[src/rtl/ovi_vec_issue_queue_if.sv]
// ovi_vec_issue_queue_if: decode-side and issue-side signals of the vector
// issue queue. The decode stage (and the bridge halt) is the master; the
// queue itself is the slave.
interface ovi_vec_issue_queue_if #(
  parameter int DEPTH = 4,
  parameter int VL_W  = 15
);
  localparam int CNT_W = $clog2(DEPTH) + 1;

  // decode side
  logic              dec_valid;
  logic [31:0]       dec_instr;
  logic [63:0]       dec_rs1;
  logic [63:0]       dec_rs2;
  logic              dec_ready;
  logic              dec_flush;
  // issue side (towards the bridge)
  logic              issue_valid;
  logic [31:0]       issue_instr;
  logic [VL_W-1:0]   issue_vl;
  logic [2:0]        issue_sew;
  logic              issue_halt;
  // architectural vector state and occupancy
  logic [VL_W-1:0]   vset_vl;
  logic              vill;
  logic [CNT_W-1:0]  count;

  modport master (
    output dec_valid, dec_instr, dec_rs1, dec_rs2, dec_flush, issue_halt,
    input  dec_ready, issue_valid, issue_instr, issue_vl, issue_sew,
           vset_vl, vill, count
  );

  modport slave (
    input  dec_valid, dec_instr, dec_rs1, dec_rs2, dec_flush, issue_halt,
    output dec_ready, issue_valid, issue_instr, issue_vl, issue_sew,
           vset_vl, vill, count
  );
endinterface

[src/rtl/ovi_vec_issue_queue.sv]
// ovi_vec_issue_queue: in-order FIFO of vector instructions between the scalar
// decode stage and the OVI bridge. vsetvli/vsetivli/vsetvl are executed here
// and never queued; every queued instruction is stamped with the vl/sew in
// force when it was enqueued.
// Optional feature: define OVI_VQ_BYPASS_EN to let an instruction arriving at
// an empty queue appear on the issue bus in the same cycle (0-cycle latency).
module ovi_vec_issue_queue #(
  parameter int DEPTH = 4,
  parameter int VLEN  = 512,
  parameter int VL_W  = 15
) (
  input  logic                 clk,
  input  logic                 rst_n,
  ovi_vec_issue_queue_if.slave bus
);
  localparam int PTR_W = $clog2(DEPTH);
  localparam int CNT_W = PTR_W + 1;
  localparam logic [63:0] VLEN_64 = 64'(VLEN);

  // architectural vector state
  logic [VL_W-1:0]  vl_reg;
  logic [2:0]       sew_reg;
  logic             vill_reg;

  // FIFO state
  logic [PTR_W-1:0] wr_ptr_reg;
  logic [PTR_W-1:0] rd_ptr_reg;
  logic [CNT_W-1:0] count_reg;
  logic [31:0]      instr_mem [DEPTH];
  logic [VL_W-1:0]  vl_mem    [DEPTH];
  logic [2:0]       sew_mem   [DEPTH];

  // decode
  logic [31:0]      instr;
  logic             vset_form;
  logic             is_vsetvli;
  logic             is_vsetivli;
  logic             is_vsetvl;
  logic             is_vset;
  logic [10:0]      vtype;
  logic [63:0]      avl;
  logic [4:0]       rs1_field;
  logic [4:0]       rd_field;

  // new vector state computed from a vset*
  logic [2:0]       vsew;
  logic             vtype_bad;
  logic [63:0]      vlmax;
  logic [VL_W-1:0]  vl_next;
  logic [2:0]       sew_next;
  logic             vill_next;

  // FIFO control
  logic             full;
  logic             empty;
  logic             bypass_hit;
  logic             bypass_take;
  logic             push;
  logic             pop;

  assign instr     = bus.dec_instr;
  assign rs1_field = instr[19:15];
  assign rd_field  = instr[11:7];

  // Recognise the three vset* forms on the OP-V opcode with funct3=111.
  always_comb begin
    vset_form   = (instr[6:0] == 7'b1010111) && (instr[14:12] == 3'b111);
    is_vsetvli  = vset_form && !instr[31];
    is_vsetivli = vset_form && (instr[31:30] == 2'b11);
    is_vsetvl   = vset_form && (instr[31:25] == 7'b1000000);
    is_vset     = is_vsetvli || is_vsetivli || is_vsetvl;
  end

  // Select vtype and AVL sources according to the vset* form.
  always_comb begin
    vtype = bus.dec_rs2[10:0];
    avl   = bus.dec_rs1;
    if (is_vsetvli) begin
      vtype = instr[30:20];
    end else if (is_vsetivli) begin
      vtype = {1'b0, instr[29:20]};
      avl   = {59'd0, instr[19:15]};
    end
  end

  // Compute the vl/sew/vill that a vset* would establish; vlmul is ignored.
  always_comb begin
    vsew      = vtype[5:3];
    vtype_bad = vsew[2] || (vtype[7:6] != 2'b00);
    vlmax     = (VLEN_64 >> 3) >> vsew[1:0];
    vl_next   = vl_reg;
    sew_next  = vsew;
    vill_next = 1'b0;
    if (vtype_bad) begin
      vl_next   = '0;
      sew_next  = 3'd0;
      vill_next = 1'b1;
    end else if (!is_vsetivli && (rs1_field == 5'd0)) begin
      // rs1=x0: rd!=x0 requests VLMAX, rd=x0 keeps the current vl
      if (rd_field != 5'd0) begin
        vl_next = vlmax[VL_W-1:0];
      end
    end else if (avl < vlmax) begin
      vl_next = avl[VL_W-1:0];
    end else begin
      vl_next = vlmax[VL_W-1:0];
    end
  end

  // Push/pop qualification; a pop never frees a slot for a same-cycle push.
  always_comb begin
    full  = (count_reg == CNT_W'(DEPTH));
    empty = (count_reg == '0);
`ifdef OVI_VQ_BYPASS_EN
    bypass_hit = bus.dec_valid && !is_vset && empty && !bus.dec_flush;
`else
    bypass_hit = 1'b0;
`endif
    bypass_take = bypass_hit && !bus.issue_halt;
    push = bus.dec_valid && !is_vset && !full && !bus.dec_flush && !bypass_take;
    pop  = !empty && !bus.issue_halt && !bus.dec_flush;
  end

  assign bus.dec_ready = is_vset || (!full && !bus.dec_flush);

  // Architectural vl/sew/vill, updated by any valid vset*, even under flush.
  always_ff @(posedge clk or negedge rst_n) begin
    if (!rst_n) begin
      vl_reg   <= '0;
      sew_reg  <= 3'd0;
      vill_reg <= 1'b1;
    end else if (bus.dec_valid && is_vset) begin
      vl_reg   <= vl_next;
      sew_reg  <= sew_next;
      vill_reg <= vill_next;
    end
  end

  // Pointers and occupancy; flush wins over any push or pop.
  always_ff @(posedge clk or negedge rst_n) begin
    if (!rst_n) begin
      wr_ptr_reg <= '0;
      rd_ptr_reg <= '0;
      count_reg  <= '0;
    end else if (bus.dec_flush) begin
      wr_ptr_reg <= '0;
      rd_ptr_reg <= '0;
      count_reg  <= '0;
    end else begin
      if (push) begin
        wr_ptr_reg <= wr_ptr_reg + PTR_W'(1);
      end
      if (pop) begin
        rd_ptr_reg <= rd_ptr_reg + PTR_W'(1);
      end
      if (push && !pop) begin
        count_reg <= count_reg + CNT_W'(1);
      end else if (pop && !push) begin
        count_reg <= count_reg - CNT_W'(1);
      end
    end
  end

  // One storage slot per entry, written at the tail with the current vl/sew.
  for (genvar gi = 0; gi < DEPTH; gi++) begin : g_slot
    // Slot gi captures {instr, vl, sew} when it is the tail on a push.
    always_ff @(posedge clk or negedge rst_n) begin
      if (!rst_n) begin
        instr_mem[gi] <= '0;
        vl_mem[gi]    <= '0;
        sew_mem[gi]   <= 3'd0;
      end else if (push && (wr_ptr_reg == PTR_W'(gi))) begin
        instr_mem[gi] <= instr;
        vl_mem[gi]    <= vl_reg;
        sew_mem[gi]   <= sew_reg;
      end
    end
  end

  // Head entry drives the issue bus (or the decode input when bypassing).
  always_comb begin
    bus.issue_valid = !empty;
    bus.issue_instr = instr_mem[rd_ptr_reg];
    bus.issue_vl    = vl_mem[rd_ptr_reg];
    bus.issue_sew   = sew_mem[rd_ptr_reg];
    if (bypass_hit) begin
      bus.issue_valid = 1'b1;
      bus.issue_instr = instr;
      bus.issue_vl    = vl_reg;
      bus.issue_sew   = sew_reg;
    end
  end

  assign bus.vset_vl = vl_reg;
  assign bus.vill    = vill_reg;
  assign bus.count   = count_reg;

  // Upper vtype/rs2 bits are architecturally ignored.
  logic unused_bits;
  assign unused_bits = ^{vtype[10:8], bus.dec_rs2[63:11]};

endmodule
[src/flat_wrapper.sv]
// flat-port wrapper written by rule: the top's interface ports become plain ports
module ovi_vec_issue_queue_flat 
#(
  parameter int DEPTH = 4,
  parameter int VLEN  = 512,
  parameter int VL_W  = 15
)
  (clk, rst_n, bus_dec_valid, bus_dec_instr, bus_dec_rs1, bus_dec_rs2, bus_dec_flush, bus_issue_halt, bus_dec_ready, bus_issue_valid, bus_issue_instr, bus_issue_vl, bus_issue_sew, bus_vset_vl, bus_vill, bus_count);
  ovi_vec_issue_queue_if #(.DEPTH(DEPTH), .VL_W(VL_W)) bus_i ();
  input  logic clk;
  input  logic rst_n;
  input wire logic [$bits(bus_i.dec_valid)-1:0] bus_dec_valid;
  input wire logic [$bits(bus_i.dec_instr)-1:0] bus_dec_instr;
  input wire logic [$bits(bus_i.dec_rs1)-1:0] bus_dec_rs1;
  input wire logic [$bits(bus_i.dec_rs2)-1:0] bus_dec_rs2;
  input wire logic [$bits(bus_i.dec_flush)-1:0] bus_dec_flush;
  input wire logic [$bits(bus_i.issue_halt)-1:0] bus_issue_halt;
  output wire logic [$bits(bus_i.dec_ready)-1:0] bus_dec_ready;
  output wire logic [$bits(bus_i.issue_valid)-1:0] bus_issue_valid;
  output wire logic [$bits(bus_i.issue_instr)-1:0] bus_issue_instr;
  output wire logic [$bits(bus_i.issue_vl)-1:0] bus_issue_vl;
  output wire logic [$bits(bus_i.issue_sew)-1:0] bus_issue_sew;
  output wire logic [$bits(bus_i.vset_vl)-1:0] bus_vset_vl;
  output wire logic [$bits(bus_i.vill)-1:0] bus_vill;
  output wire logic [$bits(bus_i.count)-1:0] bus_count;
  assign bus_i.dec_valid = bus_dec_valid;
  assign bus_i.dec_instr = bus_dec_instr;
  assign bus_i.dec_rs1 = bus_dec_rs1;
  assign bus_i.dec_rs2 = bus_dec_rs2;
  assign bus_i.dec_flush = bus_dec_flush;
  assign bus_i.issue_halt = bus_issue_halt;
  assign bus_dec_ready = bus_i.dec_ready;
  assign bus_issue_valid = bus_i.issue_valid;
  assign bus_issue_instr = bus_i.issue_instr;
  assign bus_issue_vl = bus_i.issue_vl;
  assign bus_issue_sew = bus_i.issue_sew;
  assign bus_vset_vl = bus_i.vset_vl;
  assign bus_vill = bus_i.vill;
  assign bus_count = bus_i.count;
  ovi_vec_issue_queue #(.DEPTH(DEPTH), .VLEN(VLEN), .VL_W(VL_W)) u_core (.clk(clk), .rst_n(rst_n), .bus(bus_i));
endmodule
[config.mk]
export PLATFORM = sky130hd
export DESIGN_NAME = ovi_vec_issue_queue_flat
export DESIGN_NICKNAME = d
export VERILOG_FILES = /design/src/rtl/ovi_vec_issue_queue_if.sv /design/src/rtl/ovi_vec_issue_queue.sv /design/src/flat_wrapper.sv
export SDC_FILE = /design/constraint.sdc
export NUM_CORES = 1
export LEC_CHECK = 0
export CAP_MARGIN = 10
export CORE_AREA = 5 5 158 160
export DETAILED_ROUTE_END_ITERATION = 10
export DIE_AREA = 0 0 163 165
export PLACE_DENSITY_LB_ADDON = 0.12
export SLEW_MARGIN = 20
export SYNTH_ARGS = -nofsm -noshare
export SYNTH_HDL_FRONTEND = slang
export SYNTH_SLANG_ARGS = --single-unit
[constraint.sdc]
create_clock -name clk -period 2.6 [get_ports clk]
set_clock_uncertainty 0.1 [all_clocks]
set_input_delay 0.52 -clock clk [delete_from_list [all_inputs] [get_ports clk]]
set_output_delay 0.52 -clock clk [all_outputs]
set_load 0.01 [all_outputs]
==> results of run 1 <==
cell usage after synthesis (all sizes together) (2+ instances only):
cell,count
a32o,4
xnor2,2
nor3b,2
a21o,5
or3b,2
xor2,2
clkbuf,13
nor3,8
nor2,11
nor4,17
and2,9
o21ai,5
o21a,2
o211ai,2
dfrtp,225
o311ai,3
a21oi,7
nor2b,4
nand4b,2
o31ai,2
nand2b,2
o2111ai,4
inv,7
mux4,50
nand2,17
or3,5
nand3,2
buf,29
a31oi,4
ha,7
mux2,207
mux2i,5
a221oi,2
nand4,3
cells by family after synthesis:
family,Yosys count,synth area share
AO/OA/AOI/OAI,44,0.03181
AND/OR/NAND/NOR,86,0.04753
multiplexers,262,0.3390
XOR/XNOR,4,0.003387
flip-flops,226,0.5468
buffers and inverters,49,0.02105
adder cells (fa/ha/maj),8,0.01040
cell usage in the layout (no fill, tap or decap), drive strengths merged, types with 8 or more instances in the layout:
cell type	synthesis	routed
mux2	207	207
mux4	50	50
clkbuf	13	44
clkdlybuf4s50	0	109
buf	29	169
nor4	17	17
nor2	11	11
nor3	8	8
and2	9	9
dfrtp	225	225
nand2	17	17
cell type report:
type	count	area (um2)
clock inverters	6	57.56
well taps	319	399.1
multi-input cells	404	4711
clock buffers	40	774.5
fillers	1774	8688
inverters	7	26.28
flip-flops and latches	226	5662
repair buffers	294	2944
worst min-delay path by stage:
| stage | start | endpoint | cells past startpoint |
|---|---|---|---|
| 4_1_cts | bus_dec_instr[3] | u_core.instr_mem[35]$_DFFE_PN0P_ | 2 |
| 2_1_floorplan | rst_n | u_core.bus.count[0]$_DFFE_PN0P_ | 0 |
| 3_5_place_dp | u_core.instr_mem[81]$_DFFE_PN0P_ | u_core.instr_mem[81]$_DFFE_PN0P_ | 1 |
| 5_1_grt | bus_dec_instr[3] | u_core.instr_mem[35]$_DFFE_PN0P_ | 2 |
| 6_report | bus_dec_instr[3] | u_core.instr_mem[35]$_DFFE_PN0P_ | 2 |
| 3_3_place_gp | u_core.instr_mem[18]$_DFFE_PN0P_ | u_core.instr_mem[18]$_DFFE_PN0P_ | 1 |
timing repair:
action,CTS,global route
cloned,3,0
hold endpoints to repair,68,0
endpoints found under the setup margin,268,242
setup buffers,14,7
gates resized for setup,256,58
pin swaps,9,23
hold buffers,1,0
per-stage QoR:
step | total power (uW) | util | setup WS, ns | cells | setup TNS [ns]
2_1_floorplan | 6827 | - | -0.3398 | 679 | -2.600
3_3_place_gp | 8457 | 0.5732 | -0.8479 | 1226 | -136.34
5_1_grt | 12960 | 0.6265 | -0.1473 | 1296 | -1.706
3_5_place_dp | 8677 | 0.5732 | -1.035 | 1226 | -153.17
4_1_cts | 12270 | 0.6150 | -0.08262 | 1290 | -0.7738
6_report | 12330 | 0.6265 | -0.04373 | 1296 | -0.1821
per-layer routing:
metal  global-route usage  up-vias
met5                    0        -
met4              0.05376        2
li1                     -     3127
met3              0.03244       52
met2               0.3545      173
met1               0.2727     3678
where the power goes:
group / total (uW) / internal, uW / switching [uW]
clock network: 3510 / 2140 / 1370
logic: 3960 / 2430 / 1540
registers: 4860 / 4410 / 458
==> results.py, run 1 <==
metrics = {
    "die": {
        "die_area_um2": 26900,
        "die_w_um": 163,
        "rows": 56,
        "die_h_um": 165,
        "core_region_area_um2": 23260,
        "io_pins": 236,
        "start_util": 0.4447,
    },
    "setup_path": {
        "startpoint": "bus_dec_instr[12]",
        "cp.required_ns": 2.94,
        "cp_num_cells": 12,
        "cp_max_fo": 6,
        "timing.rr.end": "u_core.bus.count[1]$_DFFE_PN0P_",
        "worstSetupPathType": "in2reg",
        "cp_cell_sequence": "dlygate4sd2_1, nand4b_4, nor4_4, buf_4, nor2b_1, ha_1, a21o_1, a21oi_2, o21ai_1, o21ba_4, o21a_4, a32o_2",
        "critical_path_buf_inv_count": 2,
        "cp.arrival_ns": 2.99,
        "cp-end-kind": "register",
        "cp-start-kind": "input pin",
        "slowest_stage": "nor4_4",
        "ff2ff_path_depth": 7,
        "slowest_delay_ns": 0.44,
        "crit_path_end": "u_core.bus.vset_vl[1]$_DFFE_PN0P_",
        "r2r_start": "u_core.bus.count[1]$_DFFE_PN0P_",
        "path_delay_family": "compound AO/OA/AOI/OAI gates",
        "ff2ff_setup_slack_ns": 0.21,
    },
    "yosys": {
        "yosysUniqueCellTypes": 52,
        "synth_top_flop_cell": "dfrtp_1",
        "synth_edf_count": 0,
        "yosysWarnings": 0,
        "netlist_area_um2": 10340,
        "ys_seq_area_frac": 0.5468,
        "yosys-top-cells-area": "dfrtp_1 54%, mux2_2 20%, mux4_2 11%, mux2_1 2.2%, buf_2 1.0%",
        "synthArstFlopShare": 1.000,
        "syn_inst": 679,
        "syn_nets": 852,
        "synth_top_area_share": 0.5443,
        "synth_seq_cells": 226,
        "yosys.area.top_type": "dfrtp_1",
        "avgSynthCellArea_um2": 15.24,
    },
    "power": {
        "p_leak_uw": 0.006625,
        "peakVddDrop_v": 0.0004949,
        "powerDensity_nw_per_um2": 846.3,
    },
    "global_route": {
        "grt_pass1_wl_um": 43240,
        "grt_pass1_vias": 7809,
        "antenna_found_initial": 2,
        "grt_usage": 0.2052,
        "grt-ovfl-total": 0,
        "grt_max_degree": 76,
    },
    "clock_network": {
        "insertion_delay_ns": 0.52,
        "clk_path_buf_depth": 3,
        "cts_buffers": 26,
        "path_clk_slew_ns": 0.06,
        "root_buffer": "clkbuf_16",
        "cts-htree-levels": 1,
        "cts_sinks": 226,
        "tritoncts": "built",
    },
    "layout": {
        "largest_reg_flops": 128,
        "largest-register": "u_core.instr_mem",
        "diodes": 0,
        "finish.instance_area_um2": 14570,
        "drive_gt1_frac": 0.5005,
        "nets": 1132,
        "syn_to_final_growth_pct": 40.88,
    },
    "routing": {
        "dr_wl_met2_um": 14310,
        "wirelength_um": 27680,
        "wl_met1_um": 11520,
        "drt_iter0_drc": 323,
        "wl_met3_um": 1172,
        "drc": 0,
        "via_per_inst": 5.426,
        "wire_per_inst_um": 21.36,
        "num_vias": 7032,
        "maxUsedRoutingLayer": "met5",
        "ant_nets": 0,
        "drtPass1Iterations": 6,
    },
    "timing": {
        "finalHoldViolCount": 0,
        "period_share": 1.017,
        "grt_setup_unrepaired": "true",
        "min_period_ns": 2.644,
        "fmax_mhz": 378.3,
        "whs_ns": 0.1489,
        "layout_setup_ws_ns": -0.04373,
        "worst_pin_slew_ns": 0.5948,
        "setup_viol": 10,
        "report.final.slew_viol_count": 0,
        "relSlewSlack": 0.6034,
    },
    "run_status": {
        "violations": "negative setup slack",
        "outcome": "finished, violations left",
    },
    "worst_hold_path": {
        "hold_class": "in2reg",
    },
    "placed_design": {
        "place_area_um2": 13330,
        "dp_hpwl_um": 19530,
        "port_buffers": 176,
        "routabilityCongestion": 0.8722,
    },
    "run": {
        "maxCapViolations": 0,
    },
}
Note: power is estimated with default switching activity, not from simulation.
==> run 2, diff against run 1 <==
CORE_AREA = 5 5 149 151   (was 5 5 158 160)
DIE_AREA = 0 0 154 156   (was 0 0 163 165)
==> results.py, run 2 (same netlist as run 1, synthesis figures left out) <==
metrics = {
    "run_status": {
        "outcome": "finished, violations left",
        "violations": "negative setup slack",
    },
    "routing": {
        "wirelength_um": 27280,
        "ant_nets": 0,
        "drc": 0,
        "maxUsedRoutingLayer": "met4",
        "num_vias": 6957,
        "via_per_inst": 5.575,
        "drtPass1Iterations": 4,
        "wire_per_inst_um": 21.86,
        "dr_wl_met2_um": 14160,
        "drt_iter0_drc": 311,
        "wl_met3_um": 1217,
        "wl_met1_um": 11390,
    },
    "layout": {
        "largest-register": "u_core.instr_mem",
        "largest_reg_flops": 128,
        "diodes": 0,
        "drive_gt1_frac": 0.4954,
        "syn_to_final_growth_pct": 39.24,
        "final_cell_mix": "223 x dfrtp_1, 186 x mux2_2, 112 x clkdlybuf4s50_1, 88 x buf_4, 50 x mux4_2",
        "nets": 1128,
        "final_common_cell": "dfrtp_1",
        "final_util": 0.6962,
    },
    "run": {
        "maxCapViolations": 0,
    },
    "clock_network": {
        "tritoncts": "built",
        "cts_buffers": 24,
        "root_buffer": "clkbuf_16",
        "cts-htree-levels": 1,
        "clk_path_buf_depth": 3,
        "path_clk_slew_ns": 0.06,
        "insertion_delay_ns": 0.51,
        "cts_sinks": 226,
    },
    "global_route": {
        "grt_pass1_wl_um": 42970,
        "grt_max_degree": 72,
        "grt_usage": 0.2252,
        "antenna_found_initial": 0,
        "grt_pass1_vias": 7724,
        "grt-ovfl-total": 0,
    },
    "setup_path": {
        "r2r_start": "u_core.bus.count[1]$_DFFE_PN0P_",
        "crit_path_end": "bus_issue_instr[15]",
        "cp.required_ns": 1.98,
        "startpoint": "u_core.rd_ptr_reg[0]$_DFFE_PN0P_",
        "worstSetupPathType": "reg2out",
        "cp.arrival_ns": 1.98,
        "timing.rr.end": "u_core.bus.count[1]$_DFFE_PN0P_",
        "cp-start-kind": "register",
        "cp_max_fo": 5,
        "ff2ff_path_depth": 7,
        "cp-end-kind": "output port",
        "ff2ff_setup_slack_ns": 0.29,
    },
    "placed_design": {
        "dp_hpwl_um": 18550,
        "routabilityCongestion": 0.9121,
        "port_buffers": 176,
    },
    "timing": {
        "layout_setup_ws_ns": -0.0005669,
        "whs_ns": 0.2073,
        "finalHoldViolCount": 0,
        "relSlewSlack": 0.6263,
        "report.final.slew_viol_count": 0,
        "setup_viol": 1,
        "fmax_mhz": 384.5,
        "period_share": 1.000,
        "grt_setup_unrepaired": "true",
        "worst_pin_slew_ns": 0.5606,
        "min_period_ns": 2.601,
    },
    "power": {
        "p_leak_uw": 0.006576,
        "peakVddDrop_v": 0.0005792,
        "p_int_uw": 9064,
        "powerDensity_nw_per_um2": 861.6,
        "netSwitchingFraction": 0.2697,
        "combPwrFrac": 0.307,
        "seqPwrFrac": 0.393,
        "clockPowerShare": 0.299,
        "p_switching_uw": 3347,
    },
    "die": {
        "die_h_um": 156,
        "core_region_area_um2": 20690,
        "start_util": 0.5000,
        "rows": 53,
        "io_pins": 236,
        "die_area_um2": 24020,
        "die_w_um": 154,
    },
    "worst_hold_path": {
        "hold_class": "in2reg",
    },
}
[run 2: cell types whose count changed in the layout (fill, tap and decap cells not counted), moves of 4 or more]
| cell | change |
|---|---|
| buf_12 | -5 |
| buf_2 | +4 |
| buf_6 | -8 |
| clkbuf_2 | +4 |
| bufinv_16 | +4 |
| buf_4 | +4 |
[run 2: through the flow]
stage          instance area, um2  setup WS (ns)    TNS (ns)  std cells  power, uW
2_1_floorplan               10440        -0.3398      -2.600        679       6827
3_3_place_gp                13170        -0.8391     -164.98       1173       8408
3_5_place_dp                13170        -0.9482     -180.88       1173       8595
4_1_cts                     14290       -0.02054    -0.04392       1246      12430
5_1_grt                     14400       -0.05852     -0.9121       1248      13040
6_report                    14400     -0.0005669  -0.0005669       1248      12410
[run 2: layout make-up]
class | count | area [um2]
fill | 1444 | 6286
sequential | 226 | 5662
multi-input combinational | 404 | 4677
timing repair buffer | 292 | 2820
clock buffer | 34 | 688.2
tap | 275 | 344.1
clock inverter | 10 | 186.4
inverter | 7 | 26.28
[run 2: worst min path at each step]
stage                                                  from                           endpoint  slack (ns)  depth (start not counted)
after global placement    u_core.instr_mem[114]$_DFFE_PN0P_  u_core.instr_mem[114]$_DFFE_PN0P_        0.37                          1
after CTS                                  bus_dec_instr[1]    u_core.instr_mem[1]$_DFFE_PN0P_        0.37                          2
after detailed placement   u_core.instr_mem[49]$_DFFE_PN0P_   u_core.instr_mem[49]$_DFFE_PN0P_        0.38                          1
after floorplan                                       rst_n    u_core.bus.count[0]$_DFFE_PN0P_        0.12                          0
after global routing                       bus_dec_instr[1]   u_core.instr_mem[33]$_DFFE_PN0P_        0.22                          2
final                                      bus_dec_instr[1]    u_core.instr_mem[1]$_DFFE_PN0P_        0.21                          2
[run 2: power by group through the flow]
stage | Sequential (uW) | Clock, uW | Combinational [uW]
after floorplan | 4730 | 0 | 2090
after global placement | 4810 | 0 | 3600
after detailed placement | 4920 | 0 | 3670
after CTS | 4870 | 3790 | 3770
after global routing | 4980 | 3950 | 4110
final | 4880 | 3710 | 3810
[run 2: metal layers]
metal,global-route usage,up-vias
li1,-,3124
met1,0.3056,3618
met2,0.3916,172
met3,0.03024,43
met4,0.05046,0
met5,0,-
[run 2: worst max-delay path, cell delays in order (launching register included)]
cell and delay, ns:
dfrtp_4 0.49, buf_6 0.15, buf_16 0.12, mux4_2 0.55, buf_6 0.15
[run 2: repair_timing]
item                       4_1_cts  5_1_grt
setup endpoints to repair      260      102
setup buffers                   24        3
hold endpoints to repair        67        0
hold buffers                     1        0
cloned                           4        0
pin swaps                       11        8
resized for setup              246       45
